==> config.mk <==
export PLATFORM = sky130hd
export DESIGN_NAME = usb_rx_fsm
export DESIGN_NICKNAME = d
export VERILOG_FILES = /design/src/rtl/usb_rx_fsm.sv
export SDC_FILE = /design/constraint.sdc
export NUM_CORES = 1
export LEC_CHECK = 0
export CORE_ASPECT_RATIO = 0.75
export CORE_MARGIN = 10
export CORE_UTILIZATION = 55
export CTS_CLUSTER_DIAMETER = 150
export DETAILED_ROUTE_END_ITERATION = 10
export GPL_TIMING_DRIVEN = 1
export PLACE_DENSITY = 0.79
export SYNTH_ARGS = -nofsm -noshare
export SYNTH_HDL_FRONTEND = slang
export SYNTH_SLANG_ARGS = --single-unit
==> constraint.sdc <==
create_clock -name clk -period 4.3 [get_ports clk]
set_input_delay 0.86 -clock clk [delete_from_list [all_inputs] [get_ports clk]]
set_output_delay 0.86 -clock clk [all_outputs]
set_load 0.01 [all_outputs]
==> src/rtl/usb_rx_fsm.sv <==
`default_nettype none
// usb_rx_fsm: USB full-speed RX packet controller (SYNC/PID check, payload buffering, CRC16).
// Optional RX_TOKEN_CRC5_EN: check CRC5 on token packets.  Rev 1.0
module usb_rx_fsm #(
  parameter int MAX_DATA = 64
) (
  input  logic       clk,
  input  logic       rst,
  input  logic       byte_received,
  input  logic [7:0] rcv_data,
  input  logic       eop_detected,
  output logic       rx_transfer_active,
  output logic [2:0] rx_packet,
  output logic       rx_data_ready,
  output logic       rx_error,
  output logic       flush,
  output logic       store_rx_packet_data,
  output logic [7:0] rx_packet_data,
  output logic [6:0] rx_data_size
);

  typedef enum logic [2:0] {
    S_IDLE     = 3'd0,
    S_PID_WAIT = 3'd1,
    S_TOKEN    = 3'd2,
    S_HS_EOP   = 3'd3,
    S_DATA     = 3'd4,
    S_ERR_WAIT = 3'd5,
    S_DONE     = 3'd6,
    S_ERROR    = 3'd7
  } state_t;

  localparam logic [2:0]  PKT_OUT   = 3'd1;
  localparam logic [2:0]  PKT_IN    = 3'd2;
  localparam logic [2:0]  PKT_DATA0 = 3'd3;
  localparam logic [2:0]  PKT_DATA1 = 3'd4;
  localparam logic [2:0]  PKT_ACK   = 3'd5;
  localparam logic [2:0]  PKT_NAK   = 3'd6;
  localparam logic [6:0]  MAX_SIZE  = 7'(MAX_DATA);
  localparam logic [15:0] CRC16_RES = 16'h800D;

  state_t      state, st_b, state_nxt;
  logic [2:0]  pkt_nxt;
  logic [7:0]  hold0, hold1, hold0_nxt, hold1_nxt;
  logic [1:0]  cnt, cnt_nxt;
  logic [15:0] crc16, crc16_nxt;
  logic [6:0]  size_nxt;
  logic [7:0]  wdata_nxt;
  logic        flush_nxt, store_nxt, pid_ok, tok_crc_ok;

  function automatic logic [15:0] crc16_byte(input logic [15:0] crc, input logic [7:0] d);
    logic [15:0] c;
    c = crc;
    for (int i = 0; i < 8; i++) begin
      c = (c[15] ^ d[i]) ? ({c[14:0], 1'b0} ^ 16'h8005) : {c[14:0], 1'b0};
    end
    return c;
  endfunction

`ifdef RX_TOKEN_CRC5_EN
  logic [4:0] crc5, crc5_nxt;

  function automatic logic [4:0] crc5_byte(input logic [4:0] crc, input logic [7:0] d);
    logic [4:0] c;
    c = crc;
    for (int i = 0; i < 8; i++) begin
      c = (c[4] ^ d[i]) ? ({c[3:0], 1'b0} ^ 5'h05) : {c[3:0], 1'b0};
    end
    return c;
  endfunction

  assign tok_crc_ok = (crc5_nxt == 5'h0C);
`else
  assign tok_crc_ok = 1'b1;
`endif

  always_ff @(posedge clk) begin
    if (rst) begin
      state                <= S_IDLE;
      rx_packet            <= 3'd0;
      hold0                <= 8'd0;
      hold1                <= 8'd0;
      cnt                  <= 2'd0;
      crc16                <= 16'hFFFF;
      flush                <= 1'b0;
      store_rx_packet_data <= 1'b0;
      rx_packet_data       <= 8'd0;
      rx_data_size         <= 7'd0;
`ifdef RX_TOKEN_CRC5_EN
      crc5                 <= 5'h1F;
`endif
    end else begin
      state                <= state_nxt;
      rx_packet            <= pkt_nxt;
      hold0                <= hold0_nxt;
      hold1                <= hold1_nxt;
      cnt                  <= cnt_nxt;
      crc16                <= crc16_nxt;
      flush                <= flush_nxt;
      store_rx_packet_data <= store_nxt;
      rx_packet_data       <= wdata_nxt;
      rx_data_size         <= size_nxt;
`ifdef RX_TOKEN_CRC5_EN
      crc5                 <= crc5_nxt;
`endif
    end
  end

  // Byte phase first, then EOP is judged on the post-byte state (simultaneous strobes).
  always_comb begin
    st_b      = state;
    pkt_nxt   = rx_packet;
    hold0_nxt = hold0;
    hold1_nxt = hold1;
    cnt_nxt   = cnt;
    crc16_nxt = crc16;
    size_nxt  = rx_data_size;
    wdata_nxt = rx_packet_data;
    flush_nxt = 1'b0;
    store_nxt = 1'b0;
    pid_ok    = (rcv_data[7:4] == ~rcv_data[3:0]);
`ifdef RX_TOKEN_CRC5_EN
    crc5_nxt  = crc5;
`endif

    if (state == S_DONE || state == S_ERROR) begin
      st_b = S_IDLE;
    end else if (byte_received) begin
      case (state)
        S_IDLE: begin
          if (rcv_data == 8'h80) st_b = S_PID_WAIT;
        end
        S_PID_WAIT: begin
          st_b = S_ERR_WAIT;
          if (pid_ok) begin
            case (rcv_data[3:0])
              4'h1, 4'h9: begin
                pkt_nxt = (rcv_data[3:0] == 4'h1) ? PKT_OUT : PKT_IN;
                st_b    = S_TOKEN;
                cnt_nxt = 2'd0;
`ifdef RX_TOKEN_CRC5_EN
                crc5_nxt = 5'h1F;
`endif
              end
              4'h3, 4'hB: begin
                pkt_nxt   = (rcv_data[3:0] == 4'h3) ? PKT_DATA0 : PKT_DATA1;
                st_b      = S_DATA;
                flush_nxt = 1'b1;
                size_nxt  = 7'd0;
                cnt_nxt   = 2'd0;
                crc16_nxt = 16'hFFFF;
              end
              4'h2, 4'hA: begin
                pkt_nxt = (rcv_data[3:0] == 4'h2) ? PKT_ACK : PKT_NAK;
                st_b    = S_HS_EOP;
              end
              default: st_b = S_ERR_WAIT;
            endcase
          end
        end
        S_TOKEN: begin
          if (cnt == 2'd2) begin
            st_b = S_ERR_WAIT;
          end else begin
            cnt_nxt = cnt + 2'd1;
`ifdef RX_TOKEN_CRC5_EN
            crc5_nxt = crc5_byte(crc5, rcv_data);
`endif
          end
        end
        S_HS_EOP: st_b = S_ERR_WAIT;
        S_DATA: begin
          // Two-byte holding register keeps the trailing CRC bytes out of the buffer.
          crc16_nxt = crc16_byte(crc16, rcv_data);
          hold0_nxt = rcv_data;
          hold1_nxt = hold0;
          if (cnt == 2'd2) begin
            if (rx_data_size == MAX_SIZE) begin
              st_b = S_ERR_WAIT;
            end else begin
              store_nxt = 1'b1;
              wdata_nxt = hold1;
              size_nxt  = rx_data_size + 7'd1;
            end
          end else begin
            cnt_nxt = cnt + 2'd1;
          end
        end
        default: ;
      endcase
    end

    state_nxt = st_b;
    if (eop_detected) begin
      case (st_b)
        S_PID_WAIT, S_ERR_WAIT: state_nxt = S_ERROR;
        S_TOKEN:  state_nxt = (cnt_nxt == 2'd2 && tok_crc_ok) ? S_DONE : S_ERROR;
        S_HS_EOP: state_nxt = S_DONE;
        S_DATA:   state_nxt = (cnt_nxt == 2'd2 && crc16_nxt == CRC16_RES) ? S_DONE : S_ERROR;
        default: ;
      endcase
    end
  end

  assign rx_transfer_active = (state == S_PID_WAIT) || (state == S_TOKEN) ||
                              (state == S_HS_EOP) || (state == S_DATA) ||
                              (state == S_ERR_WAIT);
  assign rx_data_ready      = (state == S_DONE);
  assign rx_error           = (state == S_ERROR);

endmodule
`default_nettype wire
# == Word level (Yosys, flattened, before mapping) ==
# Index checks and enable logic that the tools add are counted.
# classes
n_eq_ne,28
bitwise,24
n_reduce_logical,21
addsub,2
muxes,43
# op_table
operator,count
two-way mux 16 bit,12
case mux 16 bit (2 select lines),1
two-way mux 7 bit,4
two-way mux 3 bit,9
NOT 3 bit,8
"== test 3 bit, second input constant",6
case mux 3 bit (3 select lines),2
"== test 16 bit, second input constant",1
case mux 3 bit (5 select lines),1
two-way mux 2 bit,7
case mux 7 bit (2 select lines),1
"== test 3 x 2 -> 1 bit, second input constant",4
"== test 4 bit, second input constant",3
case mux 3 bit (4 select lines),1
AND reduction 5 bit,2
OR reduction 2 bit,5
OR reduction 5 bit,2
"== test 4 x 2 -> 1 bit, second input constant",2
"== test 8 bit, second input constant",1
bitwise XOR 1 bit,8
"adder 7 x 1 -> 7 bit, second input constant",1
"== test 7 bit, second input constant",1
NOT 1 bit,7
AND reduction 7 bit,1
other kinds (17),28
# totals
wordCells,128
in_bits,12
regBits,57

# == Longest topological paths before layout ==
# depth
ltp_word,24
mapped_depth,10
mapped_depth_nobuf,9

# == Worst setup path before layout ==
# OpenSTA, ideal clock, no wires.
# synth_timing
path_type,input to register
from,input port rcv_data[3]
to,register state[0]
stages,9
slack_ns,1.200
t_required_ns,4.168
arrival_time_ns,2.969
setup_time_ns,0.132
path_cell_list,buf_4 > xnor2_1 > or4_1 > clkbuf_1 > or2_1 > o22ai_1 > or4b_1 > nor4_1 > a311oi_1
# synth_via
elab_chain_len,18
# synth_rtl
element,line_no,source
"start, declared",10,"input logic [7:0] rcv_data,"
bitwise XOR 1 bit,55,"c = (c[15] ^ d[i]) ? ({c[14:0], 1'b0} ^ 16'h8005) : {c[14:0], 1'b0};"
two-way mux 16 bit,55,
bitwise XOR 1 bit,55,
two-way mux 16 bit,55,
bitwise XOR 1 bit,55,
two-way mux 16 bit,55,
bitwise XOR 1 bit,55,
two-way mux 16 bit,55,
[... 2 more ...],--,
case mux 16 bit (2 select lines),129,case (state)
two-way mux 16 bit,128,end else if (byte_received) begin
two-way mux 16 bit,126,if (state == S_DONE || state == S_ERROR) begin
== test 16 bit,199,S_DATA: state_nxt = (cnt_nxt == 2'd2 && crc16_nxt == CRC16_RES) ? S_DONE : S_ERROR;
logical AND 1 bit,199,
two-way mux 1 bit,199,
case mux 3 bit (4 select lines),195,case (st_b)
two-way mux 3 bit (*),194,if (eop_detected) begin
"end signal, assigned",93,state <= state_nxt;
"end, declared",42,"state_t state, st_b, state_nxt;"
# Every way passes the cells marked *; elsewhere a longest branch is shown, timed or not.
# A chain may end at the register's enable or synchronous reset.

# == Final worst setup path ==
# Same ends and word-level chain as after synthesis.

==> flow_summary_export.csv <==
group,metric,value,unit
synth,synthSimpleGateAreaFrac,0.254,
worst_hold_path,timing.hold.worst.class,"reg -> reg",
placed_design,dpl.hpwl,4640,µm
pwr,irDropWorstVdd,280,µV
layout,antenna_cells,0,
synth,synth-main-ff-cell,"dfxtp_1",
sta,hold-worst-slack,0.450,ns
global_route,grt_first_pass_wirelength,10900,µm
routing,drt_first_pass_iters,7,
routing,routedWlPerCell,15.0,µm
routing,post_drt_via_cell_ratio,5.72,
synth,synth_edf_count,0,
layout,areaGrowthSynthToFinish,20.8,%
floorplan,num_io_pins,35,
routing,final_antenna_net_count,0,
routing,drt_iter0_markers,238,
placed_design,port_buffers,34,
synth,synth.top_cell.area_share,0.400,
global_route,grt.overflow.total,0,
routing,drc_errors,0,
synth,synth_xor_area_frac,0.122,
clock_tree,cts_sinks,57,
synth,netlist.top_cell.by_area,"dfxtp_1",
run,timing.max_cap.violations,0,
layout,fin_nets,386,
clock_tree,clk_pin_slew,0.07,ns
synth,synth_fp_nets,356,
layout,instances_no_fill,435,
synth,yosysWarningCount,0,
placed_design,post-place-cells,419,
worst_setup_path,worst-endpoint-arrival,3.62,ns
synth,post_synth_num_cell_types,49,
global_route,grt_antenna_before_repair,0,
sta,worst_slew_pin_tran,0.622,ns
sta,finalClockSkew,0.00878,ns
clock_tree,worstSkewPairLatency,0.34,ns
worst_setup_path,crit_type,"in -> reg",
clock_tree,cell_chosen_for_the_clock_root,"clkbuf_8",
synth,synth_top_family_by_area,"simple AND/OR/NAND/NOR gates",
synth,synth_compound_area_frac,0.135,
pwr,p_per_area,405,mW/mm²
sta,fmax,293,MHz
floorplan,die_height,82.4,µm
synth,mux_cell_area_share_after_synthesis,0.0316,
pwr,cellLeakagePower,0.00133,µW
sta,timing.final.crit_period,3.42,ns
placed_design,globalplace.congestion,0.906,
worst_setup_path,cp-end-kind,"flip-flop",
worst_setup_path,worst_setup_path_start_kind,"primary input",
floorplan,design.core.area,0.00495,mm²
clock_tree,postCtsSetupBuffers,0,
clock_tree,postCtsResizedCells,0,
synth,synth_cells,340,
sta,finalSetupViolations,0,
floorplan,die-area,0.00849,mm²
global_route,globalRouteTotalUtil,0.162,
sta,setup_repair_after_global_routing_missed_its_margin,"false",
global_route,grt_max_degree,44,
routing,route.vias.total,2488,
layout,final_layout_size_suffix_gt1_frac,0.0720,
worst_setup_path,timing.critical_path.required,4.50,ns
global_route,first_global_vias,2288,
sta,report.final.slew_viol_count,0,
sta,period_share,0.795,
pwr,power.total,1400,µW
synth,yosysSeqAreaShare,0.400,
routing,postRouteWirelength,6510,µm
layout,fin_area,0.00345,mm²
synth,synth.avg_cell_area,8.39,µm²
floorplan,chipWidth,103,µm
floorplan,row_count,22,
placed_design,post_place_cell_area,0.00325,mm²
clock_tree,numCtsBuffers,9,
run_status,run_status,"completed",
layout,mostFrequentLayoutCells,"nand2_1 (57), dfxtp_1 (57), clkdlybuf4s50_1 (34), nor2_1 (32), a21oi_1 (27)",
synth,synth-async-reset-ratio,0,
synth,leading_post_synthesis_cells_by_cell_area,"dfxtp_1 (40%), nand2_1 (7.5%), xnor2_1 (6.5%), a21oi_1 (4.7%), nor2_1 (4.2%)",
synth,number_of_flip_flops_and_latches_in_the_synthesized_netlist,57,
clock_tree,cts_tree,"done",
floorplan,start_util,0.576,
clock_tree,postCtsHoldBufs,0,
sta,final.setup.tns,0,ns
synth,mappedNetlistArea,0.00285,mm²
clock_tree,cts_h_tree_depth,3,
sta,worst_slew_margin_rel,0.584,
sta,report.final.hold_viol_count,0,
worst_setup_path,worstPathMaxFanout,8,
synth,yosys.area_share.adder,0.0176,
clock_tree,ctsLongestPathBuffers,2,
[final timing paths]
kind	from	endpoint	slack, ns	cells after the start
hold / removal	hold0[6]	hold1[6]	0.45	2
setup reg to reg	state[0]	rx_data_size[5]	1.77	7
setup / recovery	rcv_data[3]	state[0]	0.88	8
hold reg to reg	hold0[6]	hold1[6]	0.45	2
[critical path, cell delays in order]
cell,delay (ns)
clkdlybuf4s50_1,0.65
xnor2_1,0.16
or4_1,0.66
or2_1,0.29
o22ai_1,0.15
or4b_1,0.44
nor4_1,0.27
a311oi_1,0.12
[sequential cells by signal, indices dropped and copies added, names as in the netlist]
| register | count |
|---|---|
| cnt | 2 |
| crc16 | 16 |
| flush | 1 |
| hold0 | 8 |
| hold1 | 8 |
| rx_data_size | 7 |
| rx_packet | 3 |
| rx_packet_data | 8 |
| state | 3 |
| store_rx_packet_data | 1 |
[synth_stat cells (2+ instances only)]
master	n
dfxtp_1	57
nand2_1	57
nor2_1	32
a21oi_1	27
xnor2_1	21
clkbuf_1	20
nand3_1	10
mux2i_1	9
o211ai_1	9
xor2_1	8
nand2b_1	7
inv_1	6
nand4_1	6
nor4_1	6
ha_1	4
nor2b_1	4
or2_1	4
a22oi_1	3
nor3b_1	3
o21ai_0	3
o22ai_1	3
or3_1	3
or4_1	3
a31oi_1	2
and3_1	2
nand4bb_1	2
nor3_1	2
nor4bb_1	2
o31ai_1	2
or4b_1	2
xnor3_1	2
xor3_1	2
[where the power goes]
| part | internal (µW) | switching [µW] | leakage (µW) |
|---|---|---|---|
| sequential | 556 | 37.6 | 0.000462 |
| combinational | 148 | 163 | 0.000779 |
| clock | 269 | 222 | 0.0000929 |
[cell type report]
type,instances,area (µm²)
Clock inverter,6,67.6
Tap cell,60,75.1
Timing Repair Buffer,42,400
Fill cell,402,1510
Clock buffer,10,128
Sequential cell,57,1140
Multi-Input combinational cell,254,1610
Inverter,6,22.5
[kinds of logic (layout without fill, tap and decap cells)]
family | Yosys count | in the layout
AND/OR/NAND/NOR | 148 | 148
AO/OA/AOI/OAI | 60 | 60
flip-flops | 57 | 57
XOR/XNOR | 33 | 33
buffers and inverters | 29 | 64
multiplexers | 9 | 9
adder cells (fa/ha/maj) | 4 | 4
[through the flow]
step | utilization | setup WS, ns
2_1_floorplan | - | 1.20
3_3_place_gp | 0.656 | 0.616
3_5_place_dp | 0.656 | 0.570
4_1_cts | 0.695 | 0.925
5_1_grt | 0.695 | 0.704
6_report | 0.695 | 0.883
[per-layer routing]
layer	up-vias	GRT usage	routed length, µm
met2	76	0.245	2860
met4	0	0.0665	112
li1	1244	-	-
met3	12	0.0498	499
met1	1156	0.212	3040
met5	-	0	0
No activity file was read; power rests on OpenSTA's default activity.
